==> src/rtl/mem_stage_pkg.sv <==
// Shared encodings for the pipeline MEMORY stage: access-size codes and FSM states.
package mem_stage_pkg;

   localparam logic [1:0] MEM_SIZE_B = 2'd0;
   localparam logic [1:0] MEM_SIZE_H = 2'd1;
   localparam logic [1:0] MEM_SIZE_W = 2'd2;

   typedef enum logic [1:0] {
      MEM_ST_IDLE = 2'd0,
      MEM_ST_BUSY = 2'd1,
      MEM_ST_DONE = 2'd2
   } mem_state_e;

   function automatic logic [31:0] word_addr(input logic [31:0] a);
      return {a[31:2], 2'b00};
   endfunction

endpackage

==> src/rtl/mem_stage_if.sv <==
// EX/MEM inputs, data-memory bus and MEM/WB outputs of the MEMORY stage.
// Bus handshake: dmem_req_o rises with all bus fields valid and holds them
// unchanged until the cycle dmem_ack_i = 1; rdata is only valid in that cycle.
interface mem_stage_if;
   import mem_stage_pkg::*;

   logic        PIP_write_mem_i;
   logic        PIP_read_mem_i;
   logic [31:0] PIP_alu_result_i;
   logic [31:0] PIP_second_operand_i;
   logic [1:0]  PIP_mem_size_i;
   logic        PIP_mem_unsigned_i;
   logic        PIP_use_mem_i;
   logic        PIP_write_reg_i;
   logic [4:0]  PIP_rd_i;
   logic        dmem_req_o;
   logic        dmem_we_o;
   logic [31:0] dmem_addr_o;
   logic [31:0] dmem_wdata_o;
   logic [3:0]  dmem_be_o;
   logic [31:0] dmem_rdata_i;
   logic        dmem_ack_i;
   logic        PIP_write_reg_o;
   logic [4:0]  PIP_rd_o;
   logic [31:0] PIP_wb_data_o;
   logic        stall_o;
   logic        misaligned_o;
   mem_state_e  dbg_state_o;

   modport slave (
      input  PIP_write_mem_i, PIP_read_mem_i, PIP_alu_result_i, PIP_second_operand_i,
             PIP_mem_size_i, PIP_mem_unsigned_i, PIP_use_mem_i, PIP_write_reg_i, PIP_rd_i,
             dmem_rdata_i, dmem_ack_i,
      output dmem_req_o, dmem_we_o, dmem_addr_o, dmem_wdata_o, dmem_be_o,
             PIP_write_reg_o, PIP_rd_o, PIP_wb_data_o, stall_o, misaligned_o, dbg_state_o
   );

   modport master (
      output PIP_write_mem_i, PIP_read_mem_i, PIP_alu_result_i, PIP_second_operand_i,
             PIP_mem_size_i, PIP_mem_unsigned_i, PIP_use_mem_i, PIP_write_reg_i, PIP_rd_i,
             dmem_rdata_i, dmem_ack_i,
      input  dmem_req_o, dmem_we_o, dmem_addr_o, dmem_wdata_o, dmem_be_o,
             PIP_write_reg_o, PIP_rd_o, PIP_wb_data_o, stall_o, misaligned_o, dbg_state_o
   );

endinterface

==> src/rtl/mem_stage_load_store_align.sv <==
// Combinational lane steering: store replication/byte enables, alignment check
// and sign/zero extension of the addressed load lane.
module load_store_align
   import mem_stage_pkg::*;
(
   input  logic [1:0]  i_addr_lo,
   input  logic [1:0]  i_size,
   input  logic        i_unsigned,
   input  logic [31:0] i_rs2,
   input  logic [31:0] i_rdata,
   output logic [31:0] o_wdata,
   output logic [3:0]  o_be,
   output logic        o_misaligned,
   output logic [31:0] o_load_data
);

   logic [31:0] w_shifted;
   logic [7:0]  w_byte;
   logic [15:0] w_half;

   assign w_shifted = i_rdata >> {i_addr_lo, 3'b000};
   assign w_byte    = w_shifted[7:0];
   assign w_half    = i_addr_lo[1] ? i_rdata[31:16] : i_rdata[15:0];

   always_comb begin
      o_wdata      = i_rs2;
      o_be         = 4'b1111;
      o_misaligned = 1'b0;
      o_load_data  = i_rdata;
      case (i_size)
         MEM_SIZE_B: begin
            o_wdata     = {4{i_rs2[7:0]}};
            o_be        = 4'b0001 << i_addr_lo;
            o_load_data = i_unsigned ? {24'h0, w_byte} : {{24{w_byte[7]}}, w_byte};
         end
         MEM_SIZE_H: begin
            o_wdata      = {2{i_rs2[15:0]}};
            o_be         = 4'b0011 << {i_addr_lo[1], 1'b0};
            o_misaligned = i_addr_lo[0];
            o_load_data  = i_unsigned ? {16'h0, w_half} : {{16{w_half[15]}}, w_half};
         end
         // Word and the reserved code both behave as a full-word access.
         default: begin
            o_misaligned = (i_addr_lo != 2'b00);
         end
      endcase
   end

endmodule

==> src/rtl/mem_stage.sv <==
// Pipeline MEMORY stage: single-outstanding req/ack data bus access with
// upstream stall, producing the MEM/WB registers.
module mem_stage
   import mem_stage_pkg::*;
(
   input  logic        clk,
   input  logic        reset_n,
   mem_stage_if.slave  bus
);

   mem_state_e  r_state, w_next;
   logic        r_req, r_we;
   logic [31:0] r_addr, r_wdata, r_load_data;
   logic [3:0]  r_be;
   logic        r_write_reg, r_mis;
   logic [4:0]  r_rd;
   logic [31:0] r_wb_data;

   logic        w_access, w_store, w_stall;
   logic        w_mis;
   logic [31:0] w_wdata, w_load_data;
   logic [3:0]  w_be;

   // A simultaneous read and write request is a load.
   assign w_access = bus.PIP_read_mem_i | bus.PIP_write_mem_i;
   assign w_store  = bus.PIP_write_mem_i & ~bus.PIP_read_mem_i;

   load_store_align u_align (
      .i_addr_lo    (bus.PIP_alu_result_i[1:0]),
      .i_size       (bus.PIP_mem_size_i),
      .i_unsigned   (bus.PIP_mem_unsigned_i),
      .i_rs2        (bus.PIP_second_operand_i),
      .i_rdata      (bus.dmem_rdata_i),
      .o_wdata      (w_wdata),
      .o_be         (w_be),
      .o_misaligned (w_mis),
      .o_load_data  (w_load_data)
   );

   always_comb begin
      w_next  = r_state;
      w_stall = 1'b0;
      case (r_state)
         MEM_ST_IDLE: begin
            if (w_access && !w_mis) begin
               w_stall = 1'b1;
               w_next  = MEM_ST_BUSY;
            end
         end
         MEM_ST_BUSY: begin
            w_stall = 1'b1;
            if (bus.dmem_ack_i) w_next = MEM_ST_DONE;
         end
         MEM_ST_DONE: w_next = MEM_ST_IDLE;
         default:     w_next = MEM_ST_IDLE;
      endcase
   end

   always_ff @(posedge clk or negedge reset_n) begin
      if (!reset_n) r_state <= MEM_ST_IDLE;
      else          r_state <= w_next;
   end

   // Bus outputs are loaded once on issue and held until the ack.
   always_ff @(posedge clk or negedge reset_n) begin
      if (!reset_n) begin
         r_req       <= 1'b0;
         r_we        <= 1'b0;
         r_addr      <= 32'h0;
         r_wdata     <= 32'h0;
         r_be        <= 4'h0;
         r_load_data <= 32'h0;
      end else begin
         case (r_state)
            MEM_ST_IDLE: begin
               if (w_access && !w_mis) begin
                  r_req   <= 1'b1;
                  r_we    <= w_store;
                  r_addr  <= word_addr(bus.PIP_alu_result_i);
                  r_wdata <= w_wdata;
                  r_be    <= w_be;
               end
            end
            MEM_ST_BUSY: begin
               if (bus.dmem_ack_i) begin
                  r_req       <= 1'b0;
                  r_load_data <= w_load_data;
               end
            end
            default: ;
         endcase
      end
   end

   always_ff @(posedge clk or negedge reset_n) begin
      if (!reset_n) begin
         r_write_reg <= 1'b0;
         r_rd        <= 5'd0;
         r_wb_data   <= 32'h0;
         r_mis       <= 1'b0;
      end else begin
         r_mis <= 1'b0;
         case (r_state)
            MEM_ST_IDLE: begin
               if (!w_access || w_mis) begin
                  r_write_reg <= bus.PIP_write_reg_i & ~w_access;
                  r_rd        <= bus.PIP_rd_i;
                  r_wb_data   <= bus.PIP_alu_result_i;
                  r_mis       <= w_access;
               end else begin
                  r_write_reg <= 1'b0;
               end
            end
            MEM_ST_DONE: begin
               r_write_reg <= bus.PIP_write_reg_i;
               r_rd        <= bus.PIP_rd_i;
               r_wb_data   <= bus.PIP_use_mem_i ? r_load_data : bus.PIP_alu_result_i;
            end
            default: r_write_reg <= 1'b0;
         endcase
      end
   end

   assign bus.stall_o         = w_stall & reset_n;
   assign bus.dmem_req_o      = r_req;
   assign bus.dmem_we_o       = r_we;
   assign bus.dmem_addr_o     = r_addr;
   assign bus.dmem_wdata_o    = r_wdata;
   assign bus.dmem_be_o       = r_be;
   assign bus.PIP_write_reg_o = r_write_reg;
   assign bus.PIP_rd_o        = r_rd;
   assign bus.PIP_wb_data_o   = r_wb_data;
   assign bus.misaligned_o    = r_mis;
   assign bus.dbg_state_o     = r_state;

endmodule

==> src/flat_wrapper.sv <==
// flat-port wrapper written by rule: the top's interface ports become plain ports
module mem_stage_flat import mem_stage_pkg::*;
  (clk, reset_n, bus_PIP_write_mem_i, bus_PIP_read_mem_i, bus_PIP_alu_result_i, bus_PIP_second_operand_i, bus_PIP_mem_size_i, bus_PIP_mem_unsigned_i, bus_PIP_use_mem_i, bus_PIP_write_reg_i, bus_PIP_rd_i, bus_dmem_rdata_i, bus_dmem_ack_i, bus_dmem_req_o, bus_dmem_we_o, bus_dmem_addr_o, bus_dmem_wdata_o, bus_dmem_be_o, bus_PIP_write_reg_o, bus_PIP_rd_o, bus_PIP_wb_data_o, bus_stall_o, bus_misaligned_o, bus_dbg_state_o);
  mem_stage_if bus_i ();
  input  logic clk;
  input  logic reset_n;
  input wire logic [$bits(bus_i.PIP_write_mem_i)-1:0] bus_PIP_write_mem_i;
  input wire logic [$bits(bus_i.PIP_read_mem_i)-1:0] bus_PIP_read_mem_i;
  input wire logic [$bits(bus_i.PIP_alu_result_i)-1:0] bus_PIP_alu_result_i;
  input wire logic [$bits(bus_i.PIP_second_operand_i)-1:0] bus_PIP_second_operand_i;
  input wire logic [$bits(bus_i.PIP_mem_size_i)-1:0] bus_PIP_mem_size_i;
  input wire logic [$bits(bus_i.PIP_mem_unsigned_i)-1:0] bus_PIP_mem_unsigned_i;
  input wire logic [$bits(bus_i.PIP_use_mem_i)-1:0] bus_PIP_use_mem_i;
  input wire logic [$bits(bus_i.PIP_write_reg_i)-1:0] bus_PIP_write_reg_i;
  input wire logic [$bits(bus_i.PIP_rd_i)-1:0] bus_PIP_rd_i;
  input wire logic [$bits(bus_i.dmem_rdata_i)-1:0] bus_dmem_rdata_i;
  input wire logic [$bits(bus_i.dmem_ack_i)-1:0] bus_dmem_ack_i;
  output wire logic [$bits(bus_i.dmem_req_o)-1:0] bus_dmem_req_o;
  output wire logic [$bits(bus_i.dmem_we_o)-1:0] bus_dmem_we_o;
  output wire logic [$bits(bus_i.dmem_addr_o)-1:0] bus_dmem_addr_o;
  output wire logic [$bits(bus_i.dmem_wdata_o)-1:0] bus_dmem_wdata_o;
  output wire logic [$bits(bus_i.dmem_be_o)-1:0] bus_dmem_be_o;
  output wire logic [$bits(bus_i.PIP_write_reg_o)-1:0] bus_PIP_write_reg_o;
  output wire logic [$bits(bus_i.PIP_rd_o)-1:0] bus_PIP_rd_o;
  output wire logic [$bits(bus_i.PIP_wb_data_o)-1:0] bus_PIP_wb_data_o;
  output wire logic [$bits(bus_i.stall_o)-1:0] bus_stall_o;
  output wire logic [$bits(bus_i.misaligned_o)-1:0] bus_misaligned_o;
  output wire logic [$bits(bus_i.dbg_state_o)-1:0] bus_dbg_state_o;
  assign bus_i.PIP_write_mem_i = bus_PIP_write_mem_i;
  assign bus_i.PIP_read_mem_i = bus_PIP_read_mem_i;
  assign bus_i.PIP_alu_result_i = bus_PIP_alu_result_i;
  assign bus_i.PIP_second_operand_i = bus_PIP_second_operand_i;
  assign bus_i.PIP_mem_size_i = bus_PIP_mem_size_i;
  assign bus_i.PIP_mem_unsigned_i = bus_PIP_mem_unsigned_i;
  assign bus_i.PIP_use_mem_i = bus_PIP_use_mem_i;
  assign bus_i.PIP_write_reg_i = bus_PIP_write_reg_i;
  assign bus_i.PIP_rd_i = bus_PIP_rd_i;
  assign bus_i.dmem_rdata_i = bus_dmem_rdata_i;
  assign bus_i.dmem_ack_i = bus_dmem_ack_i;
  assign bus_dmem_req_o = bus_i.dmem_req_o;
  assign bus_dmem_we_o = bus_i.dmem_we_o;
  assign bus_dmem_addr_o = bus_i.dmem_addr_o;
  assign bus_dmem_wdata_o = bus_i.dmem_wdata_o;
  assign bus_dmem_be_o = bus_i.dmem_be_o;
  assign bus_PIP_write_reg_o = bus_i.PIP_write_reg_o;
  assign bus_PIP_rd_o = bus_i.PIP_rd_o;
  assign bus_PIP_wb_data_o = bus_i.PIP_wb_data_o;
  assign bus_stall_o = bus_i.stall_o;
  assign bus_misaligned_o = bus_i.misaligned_o;
  assign bus_dbg_state_o = bus_i.dbg_state_o;
  mem_stage u_core (.clk(clk), .reset_n(reset_n), .bus(bus_i));
endmodule
==> config.mk <==
export PLATFORM = sky130hd
export DESIGN_NAME = mem_stage_flat
export DESIGN_NICKNAME = d
export VERILOG_FILES = /design/src/rtl/mem_stage_pkg.sv /design/src/rtl/mem_stage_if.sv /design/src/rtl/mem_stage_load_store_align.sv /design/src/rtl/mem_stage.sv /design/src/flat_wrapper.sv
export SDC_FILE = /design/constraint.sdc
export NUM_CORES = 1
export LEC_CHECK = 0
export ABC_CLOCK_PERIOD_IN_PS = 1600
export BUFFER_PORTS_ARGS = -buffer_cell sky130_fd_sc_hd__buf_4
export CORE_MARGIN = 2
export CORE_UTILIZATION = 29
export CTS_BUF_LIST = sky130_fd_sc_hd__clkbuf_8 sky130_fd_sc_hd__clkbuf_16
export DETAILED_ROUTE_END_ITERATION = 10
export SYNTH_ARGS = -nofsm -noshare
export SYNTH_HDL_FRONTEND = slang
export SYNTH_SLANG_ARGS = --single-unit
export TNS_END_PERCENT = 50
==> constraint.sdc <==
create_clock -name clk -period 1.6 [get_ports clk]
set_input_delay 0.32 -clock clk [delete_from_list [all_inputs] [get_ports clk]]
set_output_delay 0.32 -clock clk [all_outputs]
set_load 0.05 [all_outputs]
==> results.md <==
* Status: finished, violations left
* Top_reg_cell synth: dfrtp_1
* Rows at 55
* Die Ht at 156 microns
* Vias post-DR at 5,352
* Switching share of power at 43.4%
* Die span in x at 156 microns
* Synth-to-layout area growth at 48.0%
* Startpoint Class: flip-flop
* Initial Util at 29.6%
* Post-DR wirelength/cell at 18.6 microns
* P per Cell Area at 1960 nW/um^2
* Compound-gate portion of the synthesized area at 12.8%
* Antenna Cells at 0
* CTS tree: built
* CP required at 1.28 ns
* Grt total ovfl at 0
* Final critical-path share of the clock period at 118%
* Post-synthesis cell count at 579
* H-tree depth at 4
* Static Leakage at 4.80 nW
* DRT Pass-1 Iters at 4
* HPWL Detailed at 15,000 microns
* Share of cells above drive strength 1 at 46.8%
* Post-synth ARST share at 100%
* First-pass GRT wire length at 32,200 microns
* Number of DRC markers in iteration 0 at 275
* PortBufs at 220
* Clock Tree Buf Depth at 2
* Drt total wl at 21,200 microns
* Comb power frac at 48.3%
* CTS root buf: clkbuf_16
* Multiplexer area fraction after synthesis at 20.9%
* Post-route DRC violation count at 0
* Hold Vio Cnt, Final at 0
* Num ports at 223
* Max-slew violations at 0
* Max-cap violations at 0
* Clock Latency Late Sink at 0.42 ns
* Fin Setup TNS at -10.96 ns
* Register area share after synthesis at 52.5%
* WS Path Type: reg2out
* Syn_area_per_cell at 11.6 sq um
* Slew Limit Headroom at 43.5%
* CTS sink count at 141
* Slowest Stage Delay on Critical Path at 0.41 ns
* P_sw at 0.00844 W
* Final min period at 1.89 ns
* Yosys reg bits at 141
* Core area at 22,700 sq um
* Cell area after synthesis at 6720 sq um
* CTS Buf Count at 17
* Crit Path Max Fanout at 2
* Final nets at 950
* Sequential share of power at 30.8%
* Hold Crit Class: in2reg
* RePlAce Congestion at 0.780
* Int Power at 0.0110 W
* Synth cell types at 50
* Post-route ant nets at 0
* Final setup viols at 65
* FMAX at 0.530 GHz
* Vias per cell at 4.71
* Crit-path leading delay family: flip-flops
* Slowest CP cell: dfrtp_2
* Worst-case vdd ir drop at 0.938 mV
* Simple-gate share of the synthesized area at 9.14%
* RSZ-0062 raised after global routing: yes
* Vias in the first global route at 5,490
* Clock skew at 0.00701 ns
* Adder-cell share of the synthesized area at 0%
* Violated checks: setup timing
* Initial antenna violation count at 0
* Synth area leader: dfrtp_1
* XOR/XNOR Fraction of Synth Area at 0.261%
* Crit-path cells: o21ba_4 > a31oi_4 > nor3b_4 > buf_6
* GR Util All Layers at 17.4%
* Top cells by area, synth: dfrtp_1, mux2_4, mux2i_1
* Crit path DAT at 1.57 ns
* Number of synthesized flops with an enable pin at 0
* Largest net degree at the start of global routing at 55
* Synth warn at 0
* Largest family of logic cells by synthesized area: multiplexers
* Yosys top cell area share at 52.5%
* Fin Hold WS at 0.120 ns
* Worst setup EP type: output pin
* Worst-Margin Slew at 0.846 ns
* Post-route setup slack at -0.288 ns
* Buf/Inv on CP at 1
* Die area at 24,400 sq um
* Clock transition at path regs at 0.06 ns
* Clock Power Share at 20.9%
[stage by stage]
step | setup WS (ns) | util, % | power, W | cells | cell area, sq um
6_report | -0.288 | 43.8 | 0.0195 | 1136 | 9950
5_1_grt | -0.374 | 43.8 | 0.0204 | 1136 | 9950
4_1_cts | -0.331 | 43.6 | 0.0196 | 1133 | 9900
3_5_place_dp | -0.238 | 39.5 | 0.0151 | 1084 | 8970
3_3_place_gp | -0.229 | 39.5 | 0.0151 | 1084 | 8970
2_1_floorplan | -0.330 | - | 0.0121 | 580 | 6790
[Yosys cell counts, types with 9 or more instances]
library cell	count
a21oi_2	10
a21oi_1	65
nand2_1	34
clkbuf_1	11
o21ai_0	11
buf_2	20
mux2i_1	59
mux2_4	43
a31oi_1	9
dfrtp_1	141
nor2_1	82
mux2_2	13
buf_6	9
[what timing repair did]
action                                  4_1_cts  5_1_grt
endpoints found under the hold margin        50        0
endpoints found under the setup margin       63       84
gates cloned                                  6        2
setup buffers                                11        4
hold buffers                                  1        0
pin swaps                                     4        0
resized for setup                            15        9
[power by group through the flow]
| stage | clock network [W] | logic [W] | registers, W |
|---|---|---|---|
| 2_1_floorplan | 0 | 0.00249 | 0.00958 |
| 3_5_place_dp | 0 | 0.00910 | 0.00605 |
| 6_report | 0.00407 | 0.00939 | 0.00600 |
| 5_1_grt | 0.00432 | 0.00988 | 0.00621 |
| 4_1_cts | 0.00419 | 0.00942 | 0.00604 |
| 3_3_place_gp | 0 | 0.00900 | 0.00606 |
[final cells by class]
cell class	count	area, sq um
clock buffer	17	425
clock inverter	14	171
fill	2177	12800
inverter	6	22.5
multi-input combinational	389	2960
sequential	141	3530
tap	285	357
timing repair buffer	284	2480
[cells by family after synthesis]
logic type | count (synthesis)
AND/OR/NAND/NOR | 138
AO/OA/AOI/OAI | 130
multiplexers | 117
XOR/XNOR | 2
flip-flops | 141
buffers and inverters | 50
other | 1
[placed cells by master, fill, tap and decap left out, drive strengths merged, types with 2 or more instances in the layout]
cell	instances
dfrtp	141
nor3b	5
inv	9
mux2	58
nor4	2
conb	2
o21ai	12
clkinvlp	5
clkinv	3
mux2i	59
nand2	34
a31oi	10
buf	280
a22o	7
a21oi	75
bufinv	3
nor2	84
nand2b	2
a221o	7
a32oi	7
nor2b	3
clkbuf	19
o32ai	2
nand3b	3
o22ai	2
[worst paths after layout]
kind | depth (start not counted) | end | from | slack [ns]
worst max-delay path | 4 | bus_stall_o | u_core.bus.dbg_state_o[1] | -0.29
worst min register to register | 1 | u_core.bus.PIP_rd_o[4] | u_core.bus.PIP_rd_o[4] | 0.49
max in group asynchronous | 4 | u_core.bus.dmem_addr_o[21] | reset_n | 0.45
worst min-delay path | 2 | u_core.bus.PIP_rd_o[4] | bus_PIP_rd_i[4] | 0.12
min in group asynchronous | 3 | u_core.bus.dmem_wdata_o[15] | reset_n | 0.53
worst max register to register | 8 | u_core.bus.dmem_wdata_o[18] | u_core.bus.dbg_state_o[1] | -0.25
[layer usage]
| layer | part of all wire, % | GRT usage [%] |
|---|---|---|
| met1 | 43 | 22.4 |
| met3 | 8.9 | 6.01 |
| met5 | 0 | 0 |
| met4 | 1.4 | 5.16 |
| met2 | 46 | 27.8 |
[registers in the layout, indices dropped and copies added (netlist names)]
name,count
u_core.bus.dbg_state_o,2
u_core.bus.dmem_addr_o,30
u_core.r_load_data,32
u_core.bus.PIP_rd_o,5
u_core.bus.dmem_we_o,1
u_core.bus.misaligned_o,1
u_core.bus.dmem_req_o,1
u_core.bus.dmem_wdata_o,32
u_core.bus.PIP_write_reg_o,1
u_core.bus.PIP_wb_data_o,32
u_core.bus.dmem_be_o,4
Note: power is estimated with default switching activity, not from simulation.
